File: src/rtl/door_ctrl.sv
// Door sequencer: times opening, hold and closing, drives the 2-bit door animation stage.
// Registered outputs only; STEP_CYCLES per animation step, HOLD_CYCLES fully open.
module door_ctrl #(
  parameter int unsigned STEP_CYCLES = 32'd12_500_000,
  parameter int unsigned HOLD_CYCLES = 32'd100_000_000
) (
  input  logic       clk,
  input  logic       rst,
  input  logic       open_req,
  input  logic       reopen_btn,
  input  logic       close_btn,
  input  logic       moving,
  output logic [1:0] dispStage,
  output logic       door_closed,
  output logic       close_done
);

  typedef enum logic [1:0] {CLOSED, OPENING, HOLD, CLOSING} state_t;

  localparam logic [31:0] STEP_LAST = 32'(STEP_CYCLES - 32'd1);
  localparam logic [31:0] HOLD_LAST = 32'(HOLD_CYCLES - 32'd1);

  state_t      state_q, state_d;
  logic [1:0]  stage_q, stage_d;
  logic [31:0] timer_q, timer_d;
  logic        close_done_q, close_done_d;
  logic        req;

  assign req = open_req | reopen_btn;

  always_ff @(posedge clk) begin
    if (rst) begin
      state_q      <= CLOSED;
      stage_q      <= 2'b00;
      timer_q      <= '0;
      close_done_q <= 1'b0;
    end else begin
      state_q      <= state_d;
      stage_q      <= stage_d;
      timer_q      <= timer_d;
      close_done_q <= close_done_d;
    end
  end

  always_comb begin
    state_d      = state_q;
    stage_d      = stage_q;
    timer_d      = timer_q + 32'd1;
    close_done_d = 1'b0;
    case (state_q)
      CLOSED: begin
        timer_d = '0;
        if (req && !moving) state_d = OPENING;
      end
      OPENING: begin
        // A reversal caught at stage 11 goes straight to HOLD so the stage never wraps.
        if (stage_q == 2'b11) begin
          state_d = HOLD;
          timer_d = '0;
        end else if (timer_q == STEP_LAST) begin
          stage_d = stage_q + 2'd1;
          timer_d = '0;
          if (stage_q == 2'b10) state_d = HOLD;
        end
      end
      HOLD: begin
        if (req) begin
          timer_d = '0;
        end else if (close_btn || (timer_q == HOLD_LAST)) begin
          state_d = CLOSING;
          timer_d = '0;
        end
      end
      CLOSING: begin
        if (req) begin
          state_d = OPENING;
          timer_d = '0;
        end else if (stage_q == 2'b00) begin
          state_d = CLOSED;
          timer_d = '0;
        end else if (timer_q == STEP_LAST) begin
          stage_d = stage_q - 2'd1;
          timer_d = '0;
          if (stage_q == 2'b01) begin
            state_d      = CLOSED;
            close_done_d = 1'b1;
          end
        end
      end
      default: begin
        state_d = CLOSED;
        stage_d = 2'b00;
        timer_d = '0;
      end
    endcase
  end

  always_comb begin
    dispStage   = stage_q;
    door_closed = (state_q == CLOSED);
    close_done  = close_done_q;
  end

endmodule

File: config.mk
export PLATFORM = sky130hd
export DESIGN_NAME = door_ctrl
export DESIGN_NICKNAME = d
export VERILOG_FILES = /design/src/rtl/door_ctrl.sv
export SDC_FILE = /design/constraint.sdc
export NUM_CORES = 1
export LEC_CHECK = 0
export BUFFER_PORTS_ARGS = -buffer_cell sky130_fd_sc_hd__buf_2
export CORE_MARGIN = 2
export CORE_UTILIZATION = 56
export CTS_BUF_LIST = sky130_fd_sc_hd__clkbuf_8
export DETAILED_ROUTE_END_ITERATION = 8
export PLACE_DENSITY = 0.8
export SLEW_MARGIN = 10
export SYNTH_ARGS = -nofsm -noshare
export SYNTH_HDL_FRONTEND = slang
export SYNTH_SLANG_ARGS = --single-unit
File: constraint.sdc
create_clock -name clk -period 6 [get_ports clk]
set_clock_uncertainty 0.2 [all_clocks]
set_input_delay 1.2 -clock clk [delete_from_list [all_inputs] [get_ports clk]]
set_output_delay 1.2 -clock clk [all_outputs]
set_load 0.02 [all_outputs]
# Yosys cells after proc, flatten, opt, wreduce, memory -nomap -nowiden
# Index checks and enable logic that the tools add are counted.
op_classes:
  n_addsub: 3
  n_eq_ne: 20
  mux: 25
  n_bitwise: 3
  n_reduce_logical: 9
op_table:
  columns: ["cell", "n"]
  rows:
  - ["$mux 32", 6]
  - ["$pmux 32 s4", 1]
  - ["$add 32x1->32 const B", 1]
  - ["$eq 32x24->1 const B", 1]
  - ["$eq 32x27->1 const B", 1]
  - ["$mux 2", 15]
  - ["$ne 2x2->1 const B", 7]
  - ["$eq 2x2->1 const B", 4]
  - ["$ne 4x4->1 const B", 2]
  - ["$pmux 2 s4", 1]
  - ["$reduce_and 7->1", 1]
  - ["$ne 3x3->1 const B", 2]
  - ["$reduce_and 6->1", 1]
  - ["$reduce_or 5->1", 1]
  - ["$eq 2x1->1 const B", 2]
  - ["$logic_not 2->1", 2]
  - ["$pmux 2 s2", 1]
  - ["$add 2x1->2 const B", 1]
  - ["$ne 2x1->1 const B", 1]
  - ["$not 1->1", 2]
  - ["$reduce_bool 2->1", 1]
  - ["$sub 2x1->2 const B", 1]
  - ["$logic_and 1x1->1", 1]
  - ["$logic_not 1->1", 1]
  - ["other kinds (3)", 3]
totals:
  register_bits: 37
  inputBits: 6
  out_inout_bits: 4
  elab_cells: 64

# Longest topological paths before layout
# Gate-level depths: netlist (run 1).
depth:
  word_depth: 6
  ltp_mapped: 10
  ltp_nobuf: 8

# Least setup slack after synthesis (run 1)
# OpenSTA, ideal clock, no wires.
synth_timing:
  kind: "input-to-reg"
  from: "input port reopen_btn"
  to: "register timer_q[10]"
  setup_ns: 0.064
  arrival_time_ns: 2.293
  t_required_ns: 5.736
  slack_ns: 3.443
  stages: 8
  n_path_buf: 2
  path_cell_list: "nor3_1 nand2_1 nand2_1 a22oi_1 or3_1 buf_2 buf_2 nor2_1"
synth_between:
  elab_chain_len: 3
  word_cells_on_any_way: 4
  classes_between: "mux (3); bitwise (1)"
synth_rtl:
  columns: ["item", "line", "rtl"]
  rows:
  - ["from (decl)", "10", "input logic reopen_btn,"]
  - ["$or 1x1->1 (*)", "29", "assign req = open_req | reopen_btn;"]
  - ["$mux 32 (on tied branches)", "75, 67", null]
  - ["$pmux 32 s4 (*)", "50", "case (state_q)"]
  - ["to (signal assigned)", "40", "timer_q <= timer_d;"]
  - ["to (decl)", "25", "logic [31:0] timer_q, timer_d;"]
# Every way passes the cells marked *; elsewhere a longest branch is shown, timed or not.
# A chain may end at the register's enable or synchronous reset.

# Final worst setup path (run 1)
layout_timing:
  from: "register timer_q[0]"
  to: "register timer_q[27]"
layout_between:
  elab_chain_len: 5
  word_cells_on_any_way: 11
  classes_between: "add/sub (1); eq/ne (2); mux (7); reduce/logical (1)"
layout_rtl:
  columns: ["item", "line", "rtl"]
  rows:
  - ["$add 32x1->32, or another cell as far along", "48", "timer_d = timer_q + 32'd1;"]
  - ["$mux 32 or $logic_or 1x1->1 (tied branches)", "60, 81, 69", null]
  - ["$mux 32 (on tied branches)", "78, 69", null]
  - ["$mux 32 (on tied branches)", "75, 67", null]
  - ["$pmux 32 s4 (*)", "50", null]
# Marks and branches as above.

==> results of run 1 <==
[logic make-up after synthesis]
kind of cell             count (synthesis)
adder cells (fa/ha/maj)                  9
AO/OA/AOI/OAI                           14
AND/OR/NAND/NOR                        116
buffers and inverters                   14
multiplexers                             1
XOR/XNOR                                32
flip-flops                              37
[cell type report]
class / instances / share of cell area (%)
Multi-Input combinational cell: 172 / 52.5
Clock inverter: 3 / 3.06
Timing Repair Buffer: 9 / 2.12
Inverter: 9 / 1.59
Tap cell: 46 / 2.71
Sequential cell: 37 / 34.8
Clock buffer: 5 / 3.24
[metal layers]
layer  global-route usage, %  up-vias
met2                    33.2       23
met3                    4.32        5
met1                    25.9      699
met4                    7.50        0
li1                        -      776
met5                       0        -
[stage by stage]
stage | area [um^2] | cells | setup WS [ns] | hold slack (ns) | power, W
floorplan | 1910 | 223 | 3.44 | 0.230 | 0.000347
global placement | 1990 | 273 | 2.97 | 0.241 | 0.000366
detailed placement | 1990 | 273 | 2.91 | 0.252 | 0.000370
CTS | 2130 | 281 | 2.90 | 0.270 | 0.000622
global route | 2130 | 281 | 2.54 | 0.329 | 0.000649
finish | 2130 | 281 | 2.90 | 0.269 | 0.000619
[worst max-delay path, stage by stage, from the launching register on]
cell	delay (ns)
dfxtp_1	0.38
ha_1	0.29
or4b_1	0.47
nor4_2	0.22
nand3_2	0.19
a22oi_1	0.23
or3_1	0.82
nor2_1	0.13
[state kept, by name, summed over array words and instances, names as in the netlist]
signal	flops
timer_q	32
state_q	2
close_done	1
dispStage	2
[cell usage in the layout (no fill, tap or decap), types with 4 or more instances in the layout]
| cell | netlist | routed |
|---|---|---|
| clkbuf_8 | 0 | 5 |
| ha_1 | 9 | 9 |
| dfxtp_1 | 37 | 37 |
| buf_2 | 4 | 9 |
| nand3_1 | 14 | 14 |
| inv_1 | 9 | 9 |
| xnor2_1 | 12 | 12 |
| nand4_1 | 5 | 5 |
| nor2_1 | 45 | 45 |
| nand2_1 | 20 | 20 |
| nor3_1 | 4 | 4 |
| xor2_1 | 20 | 20 |
[power by group]
part / switching, W / total (W) / internal, W
Sequential: 0.00000793 / 0.000260 / 0.000253
Clock: 0.0000898 / 0.000255 / 0.000165
Combinational: 0.0000659 / 0.000104 / 0.0000377
Total: 0.000164 / 0.000619 / 0.000455
[worst paths after layout]
check / endpoint / slack, ns / cells after the start
setup / recovery: timer_q[27]$_SDFF_PP0_ / 2.90 / 7
hold / removal: timer_q[0]$_SDFF_PP0_ / 0.27 / 1
setup reg to reg: timer_q[27]$_SDFF_PP0_ / 2.90 / 7
hold reg to reg: timer_q[0]$_SDFF_PP0_ / 0.27 / 1
==> results_dict.tcl, run 1 <==
set metrics [dict create \
    outcome "completed" \
    crit_path_end_kind "register" \
    rsz0062_at_grt "no" \
    wl_met1_um 1690 \
    synth_xor_area_share_pct 14.6 \
    cts_buffers 5 \
    yosysWarnings 0 \
    hold_class "reg2reg" \
    slew_headroom_pct 30.8 \
    clkSinkCount 37 \
    routed_via_density 5.35 \
    cts_resized 0 \
    p_leak_nw 0.705 \
    multi_input_area_um2 1120 \
    crit_arrival_ns 3.03 \
    drcViolationCount 0 \
    grt_util_all_layers_pct 20.1 \
    register_area_um2 741 \
    r2r_start "timer_q[0]$_SDFF_PP0_" \
    yosysTopAreaCell "dfxtp_1" \
    grt_max_degree 33 \
    synth_ff_type "dfxtp_1" \
    die_height_um 62.5 \
    synth.distinct_cells 41 \
    antenna_found_initial 0 \
    antenna_left 0 \
    crit_type "reg2reg" \
    max_freq_mhz 322 \
    cts.reportedPaths.clkPinSlew_ns 0.08 \
    synth_top_cell_area_share_pct 38.7 \
    dpl.hpwl_um 2560 \
    cp.required_ns 5.93 \
    path_max_fanout 32 \
    cts_tree "yes" \
    async_reset_ff_share_pct 0 \
    final_core_util_pct 64.2 \
    synthTopCellsByArea "dfxtp_1, xor2_1, nor2_1, ha_1, xnor2_1" \
    routed-wl-met2_um 1660 \
    powerDensity_nw_per_um2 291 \
    routed.top_layer "met4" \
    synthSimpleGateAreaFrac_pct 31.0 \
    synth_edf_count 0 \
    max-clock-path-buffers 2 \
    wl_met3_um 116 \
    area_growth_pct 11.1 \
    gp_congestion 0.779 \
    postCtsHoldBufs 0 \
    grt_pass1_vias 1455 \
    slew_viol_final 0 \
    rows 21 \
    die_x_um 62.5 \
    worst_pin_slew_ns 1.04 \
    finalCritPeriodShare_pct 51.7 \
    grt.overflow.total 0 \
    clock_latency_ns 0.29 \
    min_from "timer_q[0]$_SDFF_PP0_" \
    finalCriticalPeriod_ns 3.10 \
    muxShareOfSynthArea_pct 0.523 \
    vias 1503 \
    synth_compound_area_share_pct 6.27 \
    synthesis.nets 238 \
    routed_wl_um 3510 \
    postCtsSetupBuffers 0 \
    fillers 310 \
    drv_cap 0 \
    setup_viol 0 \
    fin_setup_tns_ns 0 \
    synthAdderAreaFrac_pct 5.88 \
    fp.dieArea_um2 3900 \
    drt_iter0_drc 93 \
    worst_setup_path_start_kind "register" \
    cts-root-buf "clkbuf_8" \
    post_drt_wl_per_cell_um 12.5 \
    synth_top_family_by_area "simple AND/OR/NAND/NOR gates" \
    cts-htree-levels 2 \
    ir_worst_vdd_mv 0.223 \
    nNetsFinal 249 \
    yosys-top-cells-count "nor2_1, dfxtp_1, nand2_1, xor2_1, nand3_1" \
    drive_above_1_share_pct 10.6 \
    hold_viol_final 0 \
    diodes 0 \
    syn-cell-area_um2 1910 \
    portBuffers 9 \
    startpoint "timer_q[0]$_SDFF_PP0_" \
    ys_ff_latch 37 \
    syn-instance-count 223 \
    io_pins 10 \
    coreArea_um2 3310 \
    grt_pass1_wl_um 6300 \
    ys_seq_area_share_pct 38.7 \
    avgSynthCellArea_um2 8.58 \
    firstDrtPassIters 4 \
    initial_core_util_pct 57.8 \
    synth_most_common_cell "nor2_1" \
]
Note: power is estimated with default switching activity, not from simulation.
==> run 2, diff against run 1 <==
--- a/config.mk
+++ b/config.mk
@@ -5,12 +5,13 @@
 export SDC_FILE = /design/constraint.sdc
 export NUM_CORES = 1
 export LEC_CHECK = 0
+export ABC_AREA = 1
 export BUFFER_PORTS_ARGS = -buffer_cell sky130_fd_sc_hd__buf_2
 export CORE_MARGIN = 2
 export CORE_UTILIZATION = 56
 export CTS_BUF_LIST = sky130_fd_sc_hd__clkbuf_8
 export DETAILED_ROUTE_END_ITERATION = 8
-export PLACE_DENSITY = 0.8
+export PLACE_DENSITY = 0.83
 export SLEW_MARGIN = 10
 export SYNTH_ARGS = -nofsm -noshare
 export SYNTH_HDL_FRONTEND = slang
==> constraint.sdc (replaced) <==
create_clock -name clk -period 2.7 [get_ports clk]
set_clock_uncertainty 0.2 [all_clocks]
set_input_delay 0.54 -clock clk [delete_from_list [all_inputs] [get_ports clk]]
set_output_delay 0.54 -clock clk [all_outputs]
set_load 0.02 [all_outputs]
==> results_dict.tcl, run 2 <==
set metrics [dict create \
    vias 1824 \
    max_stage_delay_ns 0.36 \
    slew_viol_final 0 \
    syn-cell-area_um2 2130 \
    die_height_um 65.7 \
    synthTopCellsByArea "dfxtp_1, nor2_1, xor2_1, nand2_1, inv_1" \
    grt.overflow.total 0 \
    grt_util_all_layers_pct 22.8 \
    crit_path_top_delay_cell "dfxtp_1" \
    synth.distinct_cells 26 \
    firstDrtPassIters 4 \
    max_freq_mhz 487 \
    p_leak_nw 0.851 \
    finalCriticalPeriod_ns 2.05 \
    setup_viol 0 \
    grt_pass1_vias 1790 \
    final_cell_mix "nor2_1, nand2_1, inv_1" \
    crit_path_end_kind "register" \
    powerDensity_nw_per_um2 556 \
    postCtsSetupBuffers 0 \
    finalCritPeriodShare_pct 76.0 \
    clock_latency_ns 0.31 \
    fin_hold_ws_ns 0.257 \
    ir_worst_vdd_mv 0.452 \
    io_pins 10 \
    post_drt_wl_per_cell_um 12.1 \
    cp.required_ns 2.69 \
    area_growth_pct 8.10 \
    fp.dieArea_um2 4310 \
    synth_edf_count 0 \
    synthesis.nets 313 \
    yosys-top-cells-count "nor2_1, nand2_1, inv_1" \
    initial_core_util_pct 58.2 \
    cts_resized 0 \
    synth_top_cell_area_share_pct 34.8 \
    cts-root-buf "clkbuf_8" \
    crit_type "reg2reg" \
    async_reset_ff_share_pct 0 \
    yosysTopAreaCell "dfxtp_1" \
    outcome "completed" \
    cts_tree "yes" \
    postCtsHoldBufs 0 \
    ys_seq_area_share_pct 34.8 \
    yosysWarnings 0 \
    slew_headroom_pct 74.1 \
    cts-htree-levels 2 \
    synthSimpleGateAreaFrac_pct 36.0 \
    rows 22 \
    syn-instance-count 298 \
    drcViolationCount 0 \
    pre_cts_slack_ns 0.658 \
    worst_pin_slew_ns 0.387 \
    routed_via_density 5.07 \
    rsz0062_at_grt "no" \
    crit_arrival_ns 2.04 \
    portBuffers 9 \
    coreArea_um2 3660 \
    fin_setup_tns_ns 0 \
    hold_class "reg2reg" \
    largest_reg_flops 32 \
    diodes 0 \
    clkSinkCount 37 \
    synthAdderAreaFrac_pct 5.28 \
    path_max_fanout 31 \
    gp_congestion 0.854 \
    avgSynthCellArea_um2 7.15 \
    nNetsFinal 326 \
    hold_viol_final 0 \
    routed_wl_um 4350 \
    cp_cell_sequence "ha_1 > nand2_1 > nor2_2 > nand2_1 > nor2_1 > nand2_2 > o21ai_2 > nand2_2 > nand2_4 > nor2_1" \
    worst_setup_path_start_kind "register" \
    drive_above_1_share_pct 11.5 \
    setup_slack_ns 0.649 \
    synth_xor_area_share_pct 11.9 \
    muxShareOfSynthArea_pct 0 \
    synth_most_common_cell "nor2_1" \
    synth_ff_type "dfxtp_1" \
    synth_compound_area_share_pct 3.76 \
    cts.reportedPaths.clkPinSlew_ns 0.08 \
    dpl.hpwl_um 3140 \
    grt_max_degree 32 \
    synth_top_family_by_area "simple AND/OR/NAND/NOR gates" \
    drt_iter0_drc 151 \
    drv_cap 0 \
    max-clock-path-buffers 2 \
    final_common_cell "nor2_1" \
    grt_pass1_wl_um 7580 \
    die_x_um 65.7 \
    top_register "timer_q" \
    ys_ff_latch 37 \
    antenna_found_initial 0 \
    cts_buffers 5 \
    antenna_left 0 \
]
==> run 2: cell type report <==
class,instances,area (um^2)
Sequential cell,37,741
Timing Repair Buffer,9,45.0
Clock inverter,1,5.00
Fill cell,313,1360
Tap cell,48,60.1
Inverter,38,143
Clock buffer,7,96.3
Multi-Input combinational cell,220,1210
==> run 2: cell families after synthesis <==
family	Yosys count
AOI/OAI and AO/OA	13
xor gates and xnor gates	29
adders and majority gates	9
buffers and inverters	41
DFF	37
and+or+nand+nor	169
==> run 2: worst max-delay path: cells and delay by family, from the launching register on <==
family	cells	cell delay, ns
AND/OR/NAND/NOR	8	1.11
adder cells (fa/ha/maj)	1	0.18
AO/OA/AOI/OAI	1	0.08
flip-flops	1	0.36
==> run 2: final timing paths <==
| check | endpoint | slack, ns | cells after the start | startpoint |
|---|---|---|---|---|
| worst min-delay path | timer_q[0]$_SDFF_PP0_ | 0.26 | 1 | timer_q[0]$_SDFF_PP0_ |
| worst max-delay path | timer_q[27]$_SDFF_PP0_ | 0.65 | 10 | timer_q[0]$_SDFF_PP0_ |
| worst min register to register | timer_q[0]$_SDFF_PP0_ | 0.26 | 1 | timer_q[0]$_SDFF_PP0_ |
| worst max register to register | timer_q[27]$_SDFF_PP0_ | 0.65 | 10 | timer_q[0]$_SDFF_PP0_ |
==> run 2: power by group <==
| group | internal (W) | switching (W) |
|---|---|---|
| clock network | 0.000231 | 0.000206 |
| registers | 0.000562 | 0.0000140 |
| logic | 0.0000912 | 0.000176 |
| total | 0.000884 | 0.000396 |
==> run 2: metrics by stage <==
step / utilization (%) / cell area, um^2 / total power (W) / instances
3_5_place_dp: 60.2 / 2200 / 0.000853 / 352
6_report: 62.9 / 2300 / 0.00128 / 360
5_1_grt: 62.9 / 2300 / 0.00135 / 360
2_1_floorplan: - / 2130 / 0.000816 / 298
4_1_cts: 62.9 / 2300 / 0.00128 / 360
3_3_place_gp: 60.2 / 2200 / 0.000844 / 352
==> run 2: routing by layer <==
metal  vias to the layer above  track usage (%)  wire length (um)
met5                         -                0                 0
met3                        14             7.53               187
met4                         0             11.2                99
met1                       817             26.9              2000
li1                        953                -                 -
met2                        40             37.0              2060
